## src/rtl/pool_layer2_pkg.sv

```systemverilog
// pool_layer2_pkg: shared feature type, channel count, FSM states and max helper.
package pool_layer2_pkg;
    typedef logic signed [15:0] feature_t;
    localparam int NCH = 3;
    typedef enum logic [1:0] {S_IDLE, S_RUN, S_DRAIN} state_t;
    function automatic feature_t fmax(input feature_t a, input feature_t b);
        return (a > b) ? a : b;
    endfunction
endpackage

```

## src/rtl/pool_layer2_pe2.sv

```systemverilog
// pool_pe2: one channel of 2x2/stride-2 max pooling (hreg, line buffer, max, ReLU).
module pool_pe2 import pool_layer2_pkg::*; #(
    parameter int DEPTH = 4,
    parameter int IW    = 2,
    parameter int RELU  = 1
) (
    input  logic          clk,
    input  logic          n_reset,
    input  logic          i_accept,
    input  logic          i_col_odd,
    input  logic          i_row_odd,
    input  logic [IW-1:0] i_idx,
    input  logic [15:0]   i_pix,
    output logic [15:0]   o_result
);
    feature_t r_hreg, r_out, w_pix, w_hmax, w_max;
    feature_t r_line [DEPTH];
    assign w_pix    = $signed(i_pix);
    assign w_hmax   = fmax(r_hreg, w_pix);
    assign w_max    = fmax(r_line[i_idx], w_hmax);
    assign o_result = r_out;
    // Line buffer needs no reset: each entry is rewritten on an even row before use.
    always_ff @(posedge clk)
        if (i_accept && i_col_odd && !i_row_odd) r_line[i_idx] <= w_hmax;
    always_ff @(posedge clk or negedge n_reset)
        if (!n_reset) begin
            r_hreg <= '0;
            r_out  <= '0;
        end else if (i_accept) begin
            if (!i_col_odd) r_hreg <= w_pix;
            else if (i_row_odd) r_out <= (RELU != 0 && w_max < 0) ? '0 : w_max;
        end
endmodule

```

## src/rtl/pool_layer2.sv

```systemverilog
// pool_layer2: 3-channel 2x2 max-pool layer; shared raster counters and FSM, one pool_pe2 per channel.
module pool_layer2 import pool_layer2_pkg::*; #(
    parameter int IN_W = 8,
    parameter int IN_H = 8,
    parameter int RELU = 1
) (
    input  logic               clk,
    input  logic               n_reset,
    input  logic               start,
    input  logic [NCH:1][15:0] in_feature,
    input  logic               in_valid,
    output logic               ready_pool,
    output logic [NCH:1][15:0] out_feature,
    output logic               out_valid,
    input  logic               out_ready,
    output logic               done
);
    localparam int CW = $clog2(IN_W);
    localparam int RW = $clog2(IN_H);
    localparam int IW = (IN_W > 2) ? $clog2(IN_W / 2) : 1;
    state_t r_state, w_next;
    logic [CW-1:0] r_col;
    logic [RW-1:0] r_row;
    logic r_out_valid, r_done, w_done;
    logic w_accept, w_last_col, w_last_row, w_load, w_out_fire;
    logic [IW-1:0] w_idx;
    assign ready_pool = (r_state == S_RUN) && (!r_out_valid || out_ready);
    assign w_accept   = in_valid && ready_pool;
    assign w_last_col = r_col == CW'(IN_W - 1);
    assign w_last_row = r_row == RW'(IN_H - 1);
    assign w_load     = w_accept && r_col[0] && r_row[0];
    assign w_out_fire = r_out_valid && out_ready;
    assign w_idx      = IW'(r_col >> 1);
    assign out_valid  = r_out_valid;
    assign done       = r_done;
    always_comb begin
        w_next = r_state;
        w_done = 1'b0;
        case (r_state)
            S_IDLE:  if (start) w_next = S_RUN;
            S_RUN:   if (w_accept && w_last_col && w_last_row) w_next = S_DRAIN;
            S_DRAIN: if (w_out_fire) begin
                w_next = S_IDLE;
                w_done = 1'b1;
            end
            default: w_next = S_IDLE;
        endcase
    end
    always_ff @(posedge clk or negedge n_reset)
        if (!n_reset) begin
            r_state     <= S_IDLE;
            r_col       <= '0;
            r_row       <= '0;
            r_out_valid <= 1'b0;
            r_done      <= 1'b0;
        end else begin
            r_state     <= w_next;
            r_done      <= w_done;
            r_out_valid <= w_load || (r_out_valid && !out_ready);
            if (r_state == S_IDLE && start) begin
                r_col <= '0;
                r_row <= '0;
            end else if (w_accept) begin
                r_col <= w_last_col ? '0 : r_col + CW'(1);
                if (w_last_col) r_row <= w_last_row ? '0 : r_row + RW'(1);
            end
        end
    for (genvar c = 1; c <= NCH; c++) begin : g_pe
        pool_pe2 #(.DEPTH(IN_W / 2), .IW(IW), .RELU(RELU)) u_pe (
            .clk       (clk),
            .n_reset   (n_reset),
            .i_accept  (w_accept),
            .i_col_odd (r_col[0]),
            .i_row_odd (r_row[0]),
            .i_idx     (w_idx),
            .i_pix     (in_feature[c]),
            .o_result  (out_feature[c])
        );
    end
endmodule
```

## config.mk

```make
export PLATFORM = sky130hd
export DESIGN_NAME = pool_layer2
export DESIGN_NICKNAME = d
export VERILOG_FILES = /design/src/rtl/pool_layer2_pkg.sv /design/src/rtl/pool_layer2_pe2.sv /design/src/rtl/pool_layer2.sv
export SDC_FILE = /design/constraint.sdc
export NUM_CORES = 1
export LEC_CHECK = 0
export CELL_PAD_IN_SITES_DETAIL_PLACEMENT = 1
export CELL_PAD_IN_SITES_GLOBAL_PLACEMENT = 2
export CORE_MARGIN = 10
export CORE_UTILIZATION = 30
export CTS_BUF_LIST = sky130_fd_sc_hd__clkbuf_16
export CTS_CLUSTER_SIZE = 25
export DETAILED_ROUTE_END_ITERATION = 12
export PLACE_DENSITY = 0.65
export SLEW_MARGIN = 0
export SYNTH_ARGS = -nofsm -noshare
export SYNTH_HDL_FRONTEND = slang
export SYNTH_SLANG_ARGS = --single-unit
```

## constraint.sdc

```tcl
create_clock -name clk -period 8.31 [get_ports clk]
set_clock_uncertainty 0.05 [all_clocks]
set_input_delay 1.662 -clock clk [delete_from_list [all_inputs] [get_ports clk]]
set_output_delay 1.662 -clock clk [all_outputs]
set_load 0.005 [all_outputs]
```

==> flow_metrics.py <==
metrics = {
    "clocking": {
        "cts_tree": "done",
        "cts_resized": 0,
        "cts_setup_buffers": 0,
        "cts_made_buffers": 37,
        "clock_path_buffers": 3,
        "cts.sinks": 295,
        "hold_buffers": 0,
        "clk_pin_slew_ps": 60,
        "ctsRootBufferMaster": "clkbuf_16",
        "ctsHtreeMaxLevel": 2,
        "clk_latency_ps": 540,
    },
    "drt": {
        "avgViaCountPerCell": 4.990,
        "met1_length_um": 19090,
        "dr.pass1.iters": 5,
        "drc": 0,
        "via_count": 9336,
        "wl_per_cell_um": 21.23,
        "wl_met2_um": 18540,
        "met3_length_um": 1462,
        "drt_iter0_markers": 522,
        "postRouteAntennaNets": 0,
        "drt-total-wl_um": 39720,
        "top_layer": "met4",
    },
    "sta": {
        "period_needed_ps": 6878,
        "rsz0062_at_grt": "false",
        "max_freq_mhz": 145.4,
        "fin_setup_tns_ps": 0,
        "worstMarginPinSlew_ps": 1019,
        "maxSlewViolCount": 0,
        "finalHoldViolCount": 0,
        "setup_violations": 0,
        "maxSlewHeadroom": 0.3185,
        "min_period_over_period": 0.8276,
    },
    "floorplan": {
        "rows": 80,
        "core_area_um2": 48050,
        "die_x_um": 241.0,
        "pin_count": 104,
        "start_util": 0.3049,
        "die_area_um2": 58060,
        "die_height_um": 241.0,
    },
    "power_and_ir_drop": {
        "p_sw_frac": 0.3929,
        "combPwrFrac": 0.440,
        "peakVddDrop_uv": 140.2,
        "p_per_area_nw_per_um2": 385.7,
        "cellLeakagePower_nw": 7.145,
        "p_switching_mw": 2.638,
        "internal_power_mw": 4.076,
        "seq_power_share": 0.347,
        "clock_power_share": 0.213,
        "power_mw": 6.714,
    },
    "synthesis": {
        "yosys.area.top_type": "edfxtp_1",
        "avgSynthCellArea_um2": 13.09,
        "synth_edf_count": 192,
        "synth_warnings": 0,
        "seq_area_frac_synth": 0.5696,
        "postSynth.asyncResetShare": 0.3492,
        "yosys.area.top_type_share": 0.3936,
        "postSynthCellCount": 1119,
        "syn_area_um2": 14650,
        "ys_types": 74,
        "synth_seq_cells": 295,
        "ys.flop_type": "edfxtp_1",
        "synth_area_leaders": "edfxtp_1 (39%), dfrtp_1 (18%), ha_1 (8.3%)",
    },
    "layout": {
        "diodes": 0,
        "post-route-util": 0.3623,
        "nFillCells": 5117,
        "fin_nets": 1378,
        "drive_gt1_frac": 0.1393,
        "area_growth_pct": 18.85,
    },
    "setup_path": {
        "critPathMaxFanout": 19,
        "crit_path_start_kind": "input port",
        "cp-end-kind": "register",
        "cp.arrival_ps": 7230,
        "crit_type": "in -> reg",
        "cp.required_ps": 8660,
    },
    "global_routing": {
        "grt_use_total": 0.1389,
        "grt_pass1_vias": 10350,
        "grt_pass1_wl_um": 62180,
        "grt_antenna_before_repair": 0,
        "grt_max_degree": 95,
        "overflow": 0,
    },
    "placement": {
        "port_buffers": 100,
        "dp_hpwl_um": 26790,
        "finalWeightedCongestion": 0.7608,
    },
    "worst_hold_path": {
        "hold_path.class": "reg -> reg",
    },
    "run_status": {
        "status": "finished clean",
    },
    "run": {
        "maxCapViolCount": 0,
    },
}
layout make-up:
class	instances	area [µm²]	area share
tap	615	769.5	0.04420
multi-input combinational	644	5603	0.3218
timing repair buffer	115	1111	0.06382
clock inverter	30	145.1	0.008337
sequential	295	8348	0.4795
clock buffer	37	925.9	0.05318
inverter	135	506.7	0.02911
registers in the layout, summed over array words and instances (netlist names):
| register | cells |
|---|---|
| r_row | 3 |
| g_pe.u_pe.o_result | 45 |
| r_col | 3 |
| g_pe.u_pe.r_line | 192 |
| r_state | 2 |
| done | 1 |
| g_pe.u_pe.r_hreg | 48 |
| out_valid | 1 |
worst max-delay path: stages:
cell             delay [ps]
clkdlybuf4s50_1         500
inv_1                    60
ha_1                    320
nand4_1                 200
nor3_1                   80
or3_1                   360
o31ai_2                 340
or2_1                   750
mux2_2                  410
inv_1                    70
ha_1                    270
nand3_1                 110
or4_1                   570
nor2_1                  280
nand3_1                 120
nor3_1                  150
a2111o_1                170
o22a_1                  170
a21bo_2                 460
o211ai_1                150
path summary, 6_finish.rpt:
kind,start,to,slack [ps],cells past startpoint
worst max-delay path,in_feature[47],g_pe[3].u_pe.o_result[14],1430,20
worst min-delay path,g_pe[2].u_pe.o_result[9],g_pe[2].u_pe.o_result[9],450,2
max in group asynchronous,n_reset,g_pe[1].u_pe.r_hreg[4],5750,2
worst min register to register,g_pe[2].u_pe.o_result[9],g_pe[2].u_pe.o_result[9],450,2
worst max register to register,g_pe[3].u_pe.r_hreg[15],g_pe[3].u_pe.o_result[14],2730,18
min in group asynchronous,n_reset,g_pe[3].u_pe.r_hreg[8],1120,1
Yosys cell counts, drive strengths merged (3+ instances only):
master   number
a211o         4
mux4         46
mux2i        35
nand2b        6
nand4        31
and4          3
a211oi        3
nor3         14
a2111oi       4
a21boi        3
a21oi        32
o221ai       17
nand2       105
buf          25
nor4         18
inv         135
o41ai         3
or4           3
a21o         25
clkbuf       22
o211ai       18
ha           97
dfrtp       103
a221o        15
or2           6
nor2b         6
nand3        14
nand3b        3
mux2         16
nor2         24
edfxtp      192
o21ai        59
cells by family after synthesis:
kind of cell | Yosys count | synth area share
AOI/OAI and AO/OA | 203 | 0.1061
buffers and inverters | 182 | 0.05100
and+or+nand+nor | 244 | 0.08329
other | 1 | 0.0002560
DFF | 295 | 0.5696
muxes | 97 | 0.1069
adders and majority gates | 97 | 0.08286
routing by layer:
| layer | vias up | GRT usage |
|---|---|---|
| met3 | 39 | 0.02384 |
| met2 | 141 | 0.2241 |
| met1 | 4738 | 0.1883 |
| li1 | 4418 | - |
| met5 | - | 0 |
| met4 | 0 | 0.03982 |
through the flow:
stage	hold WS [ps]	cell area (µm²)	setup slack [ps]	std cells
after floorplan	421.5	14660	364.9	1121
after global placement	427.1	16340	935.2	1804
after detailed placement	436.1	16340	879.5	1804
after CTS	452.7	17410	1449	1871
after global routing	481.6	17410	1069	1871
final	445.6	17410	1432	1871
cell usage in the layout, fill, tap and decap left out, types with 10 or more instances in the layout:
master	netlist	final
a21o_1	25	25
a21oi_1	32	32
o221ai_2	10	10
buf_4	6	16
dfrtp_1	103	101
mux2i_1	35	35
mux4_2	46	46
clkdlybuf4s50_1	0	99
a221o_1	15	15
nor3_1	14	14
inv_1	133	145
edfxtp_1	192	192
nand4_1	30	30
o211ai_1	10	10
nand3_1	14	13
nor4_1	17	16
clkbuf_16	0	37
o21ai_0	58	58
mux2_2	16	16
nor2_1	24	23
nand2_1	105	105
ha_1	97	97
power groups by stage:
stage               sequential, mW  combinational (mW)  clock (mW)
floorplan                     2.25                2.06           0
CTS                           2.34                3.00        1.49
global route                  2.38                3.32        1.54
finish                        2.33                2.95        1.43
global placement              2.35                2.93           0
detailed placement            2.36                2.98           0
(Power assumes the default switching activity.)
